## src/rtl/cc_fstall_skid.sv

```systemverilog
// Skid FIFO behind the frontend stall-capture register: registered output stage,
// DEPTH-entry circular buffer and early fstall. Optional sticky overflow flag: CC_FSTALL_SKID_OVF_EN.
module cc_fstall_skid #(
    parameter int WIDTH = 32,
    parameter int DEPTH = 4
) (
    input  logic                       clk,
    input  logic                       rst,
    input  logic                       except,
    input  logic                       in_en,
    input  logic [WIDTH-1:0]           in_data,
    input  logic                       out_stall,
    output logic                       out_en,
    output logic [WIDTH-1:0]           out_data,
    output logic                       fstall,
    output logic [$clog2(DEPTH+1)-1:0] count,
    output logic                       ovf
);

    localparam int AW = $clog2(DEPTH);
    localparam int PW = AW + 1;
    localparam int CW = $clog2(DEPTH+1);

    logic [WIDTH-1:0] mem [DEPTH];

    logic [PW-1:0]    wr_ptr_reg, wr_ptr_next;
    logic [PW-1:0]    rd_ptr_reg, rd_ptr_next;
    logic [CW-1:0]    count_reg, count_next;
    logic             out_en_reg, out_en_next;
    logic [WIDTH-1:0] out_data_reg;
    logic             fstall_reg, fstall_next;

    logic [AW-1:0] wr_idx, rd_idx;
    logic          empty, full;
    logic          pop, bypass, push;

    assign wr_idx = wr_ptr_reg[AW-1:0];
    assign rd_idx = rd_ptr_reg[AW-1:0];
    assign empty  = (wr_ptr_reg == rd_ptr_reg);
    assign full   = (wr_idx == rd_idx) && (wr_ptr_reg[AW] != rd_ptr_reg[AW]);

    // A pop frees the head slot in the same cycle, so a push alongside it always fits.
    assign pop    = !out_stall && !empty;
    assign bypass = !out_stall && empty && in_en;
    assign push   = in_en && (out_stall ? !full : !empty);

    always_comb begin
        wr_ptr_next = wr_ptr_reg + PW'(push);
        rd_ptr_next = rd_ptr_reg + PW'(pop);
        count_next  = count_reg + CW'(push) - CW'(pop);
        out_en_next = out_stall ? out_en_reg : (pop || bypass);
        fstall_next = (count_next >= CW'(DEPTH - 2));
    end

    always_ff @(posedge clk) begin
        if (!rst) begin
            wr_ptr_reg <= '0;
            rd_ptr_reg <= '0;
            count_reg  <= '0;
            out_en_reg <= 1'b0;
            fstall_reg <= 1'b0;
        end else if (except) begin
            wr_ptr_reg <= '0;
            rd_ptr_reg <= '0;
            count_reg  <= '0;
            out_en_reg <= 1'b0;
            fstall_reg <= 1'b0;
        end else begin
            wr_ptr_reg <= wr_ptr_next;
            rd_ptr_reg <= rd_ptr_next;
            count_reg  <= count_next;
            out_en_reg <= out_en_next;
            fstall_reg <= fstall_next;
        end
    end

    always_ff @(posedge clk) begin
        if (rst && !except && push) begin
            mem[wr_idx] <= in_data;
        end
    end

    // Output register doubles as the registered read port of the buffer; flush keeps its data.
    always_ff @(posedge clk) begin
        if (!rst) begin
            out_data_reg <= '0;
        end else if (!except) begin
            if (pop) begin
                out_data_reg <= mem[rd_idx];
            end else if (bypass) begin
                out_data_reg <= in_data;
            end
        end
    end

`ifdef CC_FSTALL_SKID_OVF_EN
    logic ovf_reg;
    logic overflow;

    assign overflow = out_stall && in_en && full;

    always_ff @(posedge clk) begin
        if (!rst) begin
            ovf_reg <= 1'b0;
        end else if (except) begin
            ovf_reg <= 1'b0;
        end else if (overflow) begin
            ovf_reg <= 1'b1;
        end
    end

    assign ovf = ovf_reg;

`ifndef SYNTHESIS
    always @(posedge clk) begin
        if (rst && !except) begin
            assert (!overflow) else $error("cc_fstall_skid: word dropped on full buffer");
        end
    end
`endif
`else
    assign ovf = 1'b0;
`endif

    assign out_en   = out_en_reg;
    assign out_data = out_data_reg;
    assign fstall   = fstall_reg;
    assign count    = count_reg;

endmodule

```

## config.mk

```make
export PLATFORM = sky130hd
export DESIGN_NAME = cc_fstall_skid
export DESIGN_NICKNAME = d
export VERILOG_FILES = /design/src/rtl/cc_fstall_skid.sv
export SDC_FILE = /design/constraint.sdc
export NUM_CORES = 1
export LEC_CHECK = 0
export ABC_AREA = 1
export ABC_CLOCK_PERIOD_IN_PS = 2800
export CORE_ASPECT_RATIO = 0.9
export CORE_MARGIN = 1.5
export CORE_UTILIZATION = 52
export DETAILED_ROUTE_END_ITERATION = 10
export PLACE_DENSITY = 0.73
export SLEW_MARGIN = 20
export SYNTH_ARGS = -nofsm -noshare
export SYNTH_HDL_FRONTEND = slang
export SYNTH_SLANG_ARGS = --single-unit
```

## constraint.sdc

```tcl
create_clock -name clk -period 2.8 [get_ports clk]
set_input_delay 0.28 -clock clk [delete_from_list [all_inputs] [get_ports clk]]
set_output_delay 0.28 -clock clk [all_outputs]
set_load 0.01 [all_outputs]
```

# Word level (Yosys, flattened, before mapping)
# Memory sizes are Yosys's and may differ from the RTL's. A register that Yosys moved wholly into a read port is not among the register bits.
# Cells that the tools add are included.
[op_classes]
n_addsub = 4
n_reduce_logical = 15
mux = 6
n_eq_ne = 3
n_lt_le_gt_ge = 1
bitwise = 2
[op_table]
columns = ["op", "n"]
rows = [
  ["32-bit 2-to-1 mux", 2],
  ["3-bit by 1-bit adder with 3-bit output", 3],
  ["1-bit logical AND", 7],
  ["1-bit zero test", 4],
  ["3-bit == test", 1],
  ["3-bit by 2-bit >= comparator with 1-bit output (second input constant)", 1],
  ["1-bit 2-to-1 mux", 3],
  ["3-bit by 1-bit subtractor with 3-bit output", 1],
  ["2-bit == test", 1],
  ["2-bit 2-to-1 mux", 1],
  ["1-bit NOT", 2],
  ["2-bit AND reduction", 1],
  ["2-bit nonzero test", 1],
  ["2-bit OR reduction", 1],
  ["1-bit logical OR", 1],
  ["1-bit != test", 1],
]
[totals]
word_cells = 38
ram_bits = 128
output_inout_bits = 38
mem_count = 1
in_bits = 37
reg_bits = 43
[mem_list]
columns = ["name", "depth", "width", "rd", "rd_ports_with_merged_regs", "write_ports", "line", "source"]
rows = [
  ["mem", 4, 32, 1, 1, 1, "24", "logic [WIDTH-1:0] mem [DEPTH];"],
]

# Logic depth before layout (Yosys ltp)
[logic_depth]
ltp_word = 8
depth_mapped = 16
mapped_depth_nobuf = 15

# Worst setup path after synthesis
# Ideal clock, no wire load.
[synth_timing]
path_kind = "register to register"
from = "register rd_ptr_reg[1]"
to = "memory mem[0][0], enable pin"
period_less_slack_ps = 2753
setup_ps = 421
n_path_buf = 1
arrival_ps = 2332
required_time_ps = 2379
path_stages_with_launch = 8
setup_slack_ps = 47
path_cell_list = "dfxtp_1 buf_2 xnor2_4 nand3_1 nand3_1 inv_1 nand2_1 nor2_1"
[synth_between]
elab_chain_len = 8
elab_cells_between_ends = 10
classes_between = "eq/ne (2); mux (3); reduce/logical (5)"
[synth_lines]
columns = ["element", "line", "source"]
rows = [
  ["start: declaration", "27", "logic [PW-1:0] rd_ptr_reg, rd_ptr_next;"],
  ["start signal: assignment", "70", "rd_ptr_reg <= rd_ptr_next;"],
  ["2-bit == test", "40", "assign full = (wr_idx == rd_idx) && (wr_ptr_reg[AW] != rd_ptr_reg[AW]);"],
  ["1-bit logical AND", "40", ""],
  ["1-bit zero test", "45", "assign push = in_en && (out_stall ? !full : !empty);"],
  ["1-bit 2-to-1 mux (*)", "45", ""],
  ["1-bit logical AND (*)", "45", ""],
  ["1-bit logical AND (*)", "78", "if (rst && !except && push) begin"],
  ["1-bit 2-to-1 mux (*)", "78", ""],
  ["1-bit 2-to-1 mux (not written as such) (*)", "79", "mem[wr_idx] <= in_data;"],
  ["end: declaration", "24", ""],
]
# Every way passes the cells marked *; elsewhere a longest branch is shown, timed or not.

# Worst setup path in the final report
[layout_timing]
from = "register wr_ptr_reg[0]"
to = "register fstall_reg, in the netlist fstall"
[layout_between]
elab_chain_len = 8
elab_cells_between_ends = 11
classes_between = "add/sub (2); order compare (1); eq/ne (2); mux (1); reduce/logical (5)"
[layout_lines]
columns = ["element", "line", "source"]
rows = [
  ["start: declaration", "26", "logic [PW-1:0] wr_ptr_reg, wr_ptr_next;"],
  ["start signal: assignment", "69", "wr_ptr_reg <= wr_ptr_next;"],
  ["2-bit == test", "40", ""],
  ["1-bit logical AND", "40", ""],
  ["1-bit zero test", "45", ""],
  ["1-bit 2-to-1 mux", "45", ""],
  ["1-bit logical AND", "45", ""],
  ["3-bit by 1-bit adder with 3-bit output", "50", "count_next = count_reg + CW'(push) - CW'(pop);"],
  ["3-bit by 1-bit subtractor with 3-bit output (*)", "50", ""],
  ["3-bit by 2-bit >= comparator with 1-bit output (*)", "52", "fstall_next = (count_next >= CW'(DEPTH - 2));"],
  ["end signal: assignment", "73", "fstall_reg <= fstall_next;"],
  ["end: declaration", "31", "logic fstall_reg, fstall_next;"],
]
# Marks and branches as above.
# A chain may end at the register's enable or synchronous reset.

==> flow_summary.toml <==
[logic_synthesis]
syn_inst = 891
yosysUniqueCellTypes = 22
yosysSeqAreaShare_pct = 60.56
yosysWarnings = 0
syn-cell-area_um2 = 7769
synth.most_common_cell = "nand2_1"
ys.flop_type = "edfxtp_1"
syn_avg_cell_area_um2 = 8.719
synth-async-reset-ratio_pct = 0
synth.area.top_cells = "edfxtp_1 (49%), nand2_1 (15%), dfxtp_1 (11%)"
ys_ff_latch = 171
synth_top_area_share_pct = 49.48
yosys.area.top_type = "edfxtp_1"
synth_edf_count = 128
syn_nets = 935
synthTopCellsByCount = "nand2_1 (302), inv_1 (178), edfxtp_1 (128)"

[layout]
post-route-util_pct = 63.42
stdcell_count = 1174
fin_area_um2 = 9299
area_growth_pct = 19.70
antenna_cells = 0
final_layout_size_suffix_gt1_share_pct = 6.865
largest_reg_flops = 128
nNetsFinal = 1007

[placement]
gp_congestion = 0.7339
dp.cells = 1142
placed_area_um2 = 8710
dp_slack_ns = 0.2096
io_buffer_count = 73
dp.final_hpwl_mm = 9.161

[timing]
worst_slack_ns = 0.4357
finalSetupTns_ns = 0
finClkSkew_ns = 0.006631
finalCriticalPeriod_ns = 2.364
timing_hold_violations_final = 0
fin_hold_ws_ns = 0.4617
finalSetupViolCount = 0
slew_headroom_pct = 51.35
worst_slew_pin_slew_ns = 0.7298
final_max_slew_viol_count = 0
grt_setup_unrepaired = "false"
min_period_over_period_pct = 84.44
clock.fmax_ghz = 0.4230

[min_path]
min_path_type = "flop to flop"
holdPathStages = 2

[setup_path]
crit_path_end_kind = "flop"
start_kind = "flop"
critPathRequiredTime_ns = 3.15
cp_max_fo = 5
reg2regPathDepth = 14
critPathKind = "flop to flop"
arrival_ns = 2.72

[floorplan]
die_w_um = 131.8
std_cell_rows = 42
dieArea_um2 = 15680
initial_core_util_pct = 52.99
boundaryPins = 75
fp.dieH_um = 119.0
core_region_area_um2 = 14660

[pwr]
peakVddDrop_mv = 0.4429
power.density_nw_per_um2 = 590.2
leakagePower_nw = 4.309
fin_total_pwr_mw = 5.488

[clock_tree]
post-cts-setup-buffers = 0
ctsHoldBuffers = 0
numCtsBuffers = 17
cts_buffer_depth = 2
clkTransAtPathRegs_ns = 0.06
clock_sinks = 171
clk_latency_ns = 0.42
cts-resized-gates = 0
clockRootBuffer = "clkbuf_16"
tritoncts = "done"
h-tree-depth = 4

[global_route]
grt_pass1_wl_mm = 25.95
grt_antenna_before_repair = 0
overflow = 0
grt_pass1_vias = 5198
grt_max_degree = 65
track_usage_pct = 21.31

[detailed_routing]
via_per_inst = 4.704
ant_nets = 0
drc = 0
vias = 5523
wire_per_inst_um = 13.34
drtPass1Iterations = 6
drt_iter0_drc = 362
wirelength_mm = 15.67

[outcome]
status = "completed"

[run]
drv_cap = 0
layout make-up:
type	instances	area [um2]
Fill cell	1175	5363
Clock buffer	21	470.5
Tap cell	198	247.7
Multi-Input combinational cell	498	2183
Sequential cell	171	4707
Clock inverter	11	118.9
Inverter	180	675.6
Timing Repair Buffer	95	895.9
metal layers:
| layer | GRT usage [%] | up-vias | part of all wire [%] | wire length [um] |
|---|---|---|---|---|
| met3 | 5.279 | 15 | 4.9 | 765 |
| met2 | 35.82 | 136 | 48 | 7549 |
| li1 | - | 2856 | - | - |
| met5 | 0 | - | 0 | 0 |
| met1 | 27.64 | 2516 | 46 | 7189 |
| met4 | 5.903 | 0 | 1.0 | 161 |
cells in the final DEF (no fill, tap or decap), drive strengths merged:
master         Yosys  layout
a21oi              2       2
buf               32      22
bufinv             0       2
clkbuf            10      21
clkdlybuf4s50      0      73
clkinv             0       5
clkinvlp           0       4
conb               1       1
dfxtp             43      43
edfxtp           128     128
fa                 1       1
ha                 6       6
inv              180     180
nand2            303     303
nand3            100     100
nand4              2       2
nor2              78      78
xnor2              5       5
final timing paths:
check	start	endpoint	slack (ns)
max	wr_ptr_reg[0]$_SDFF_PP0_	fstall$_SDFF_PP0_	0.44
min	out_en$_SDFFE_PP0N_	out_en$_SDFFE_PP0N_	0.46
min reg2reg	out_en$_SDFFE_PP0N_	out_en$_SDFFE_PP0N_	0.46
max reg2reg	wr_ptr_reg[0]$_SDFF_PP0_	fstall$_SDFF_PP0_	0.44
cells by family (layout without fill, tap and decap cells):
group | count (synthesis) | count (layout) | synth area share (%)
xor gates and xnor gates | 5 | 5 | 0.8053
and+or+nand+nor | 483 | 483 | 25.51
other | 1 | 1 | 0.04827
buffers and inverters | 222 | 307 | 11.72
DFF | 171 | 171 | 60.56
AOI/OAI and AO/OA | 2 | 2 | 0.1289
adders and majority gates | 7 | 7 | 1.224
worst max-delay path, cell delays in order, from the launching register on:
cell and delay [ns]:
dfxtp_1 0.42, inv_2 0.07, nand2_1 0.06, nand2_1 0.13, nand3_1 0.13, nand3_1 0.10, ha_1 0.28, inv_1 0.06
ha_1 0.13, inv_1 0.05, fa_1 0.38, xnor2_1 0.18, xnor2_1 0.13, inv_1 0.06, a21oi_1 0.11
where the power goes:
group	leakage, nW	switching (mW)	total (mW)	internal (mW)
registers	1.51	0.0185	2.78	2.77
logic	2.52	0.219	0.389	0.170
clock network	0.281	0.936	2.31	1.38
total	4.31	1.17	5.49	4.31
Note: power is estimated with default switching activity, not from simulation.
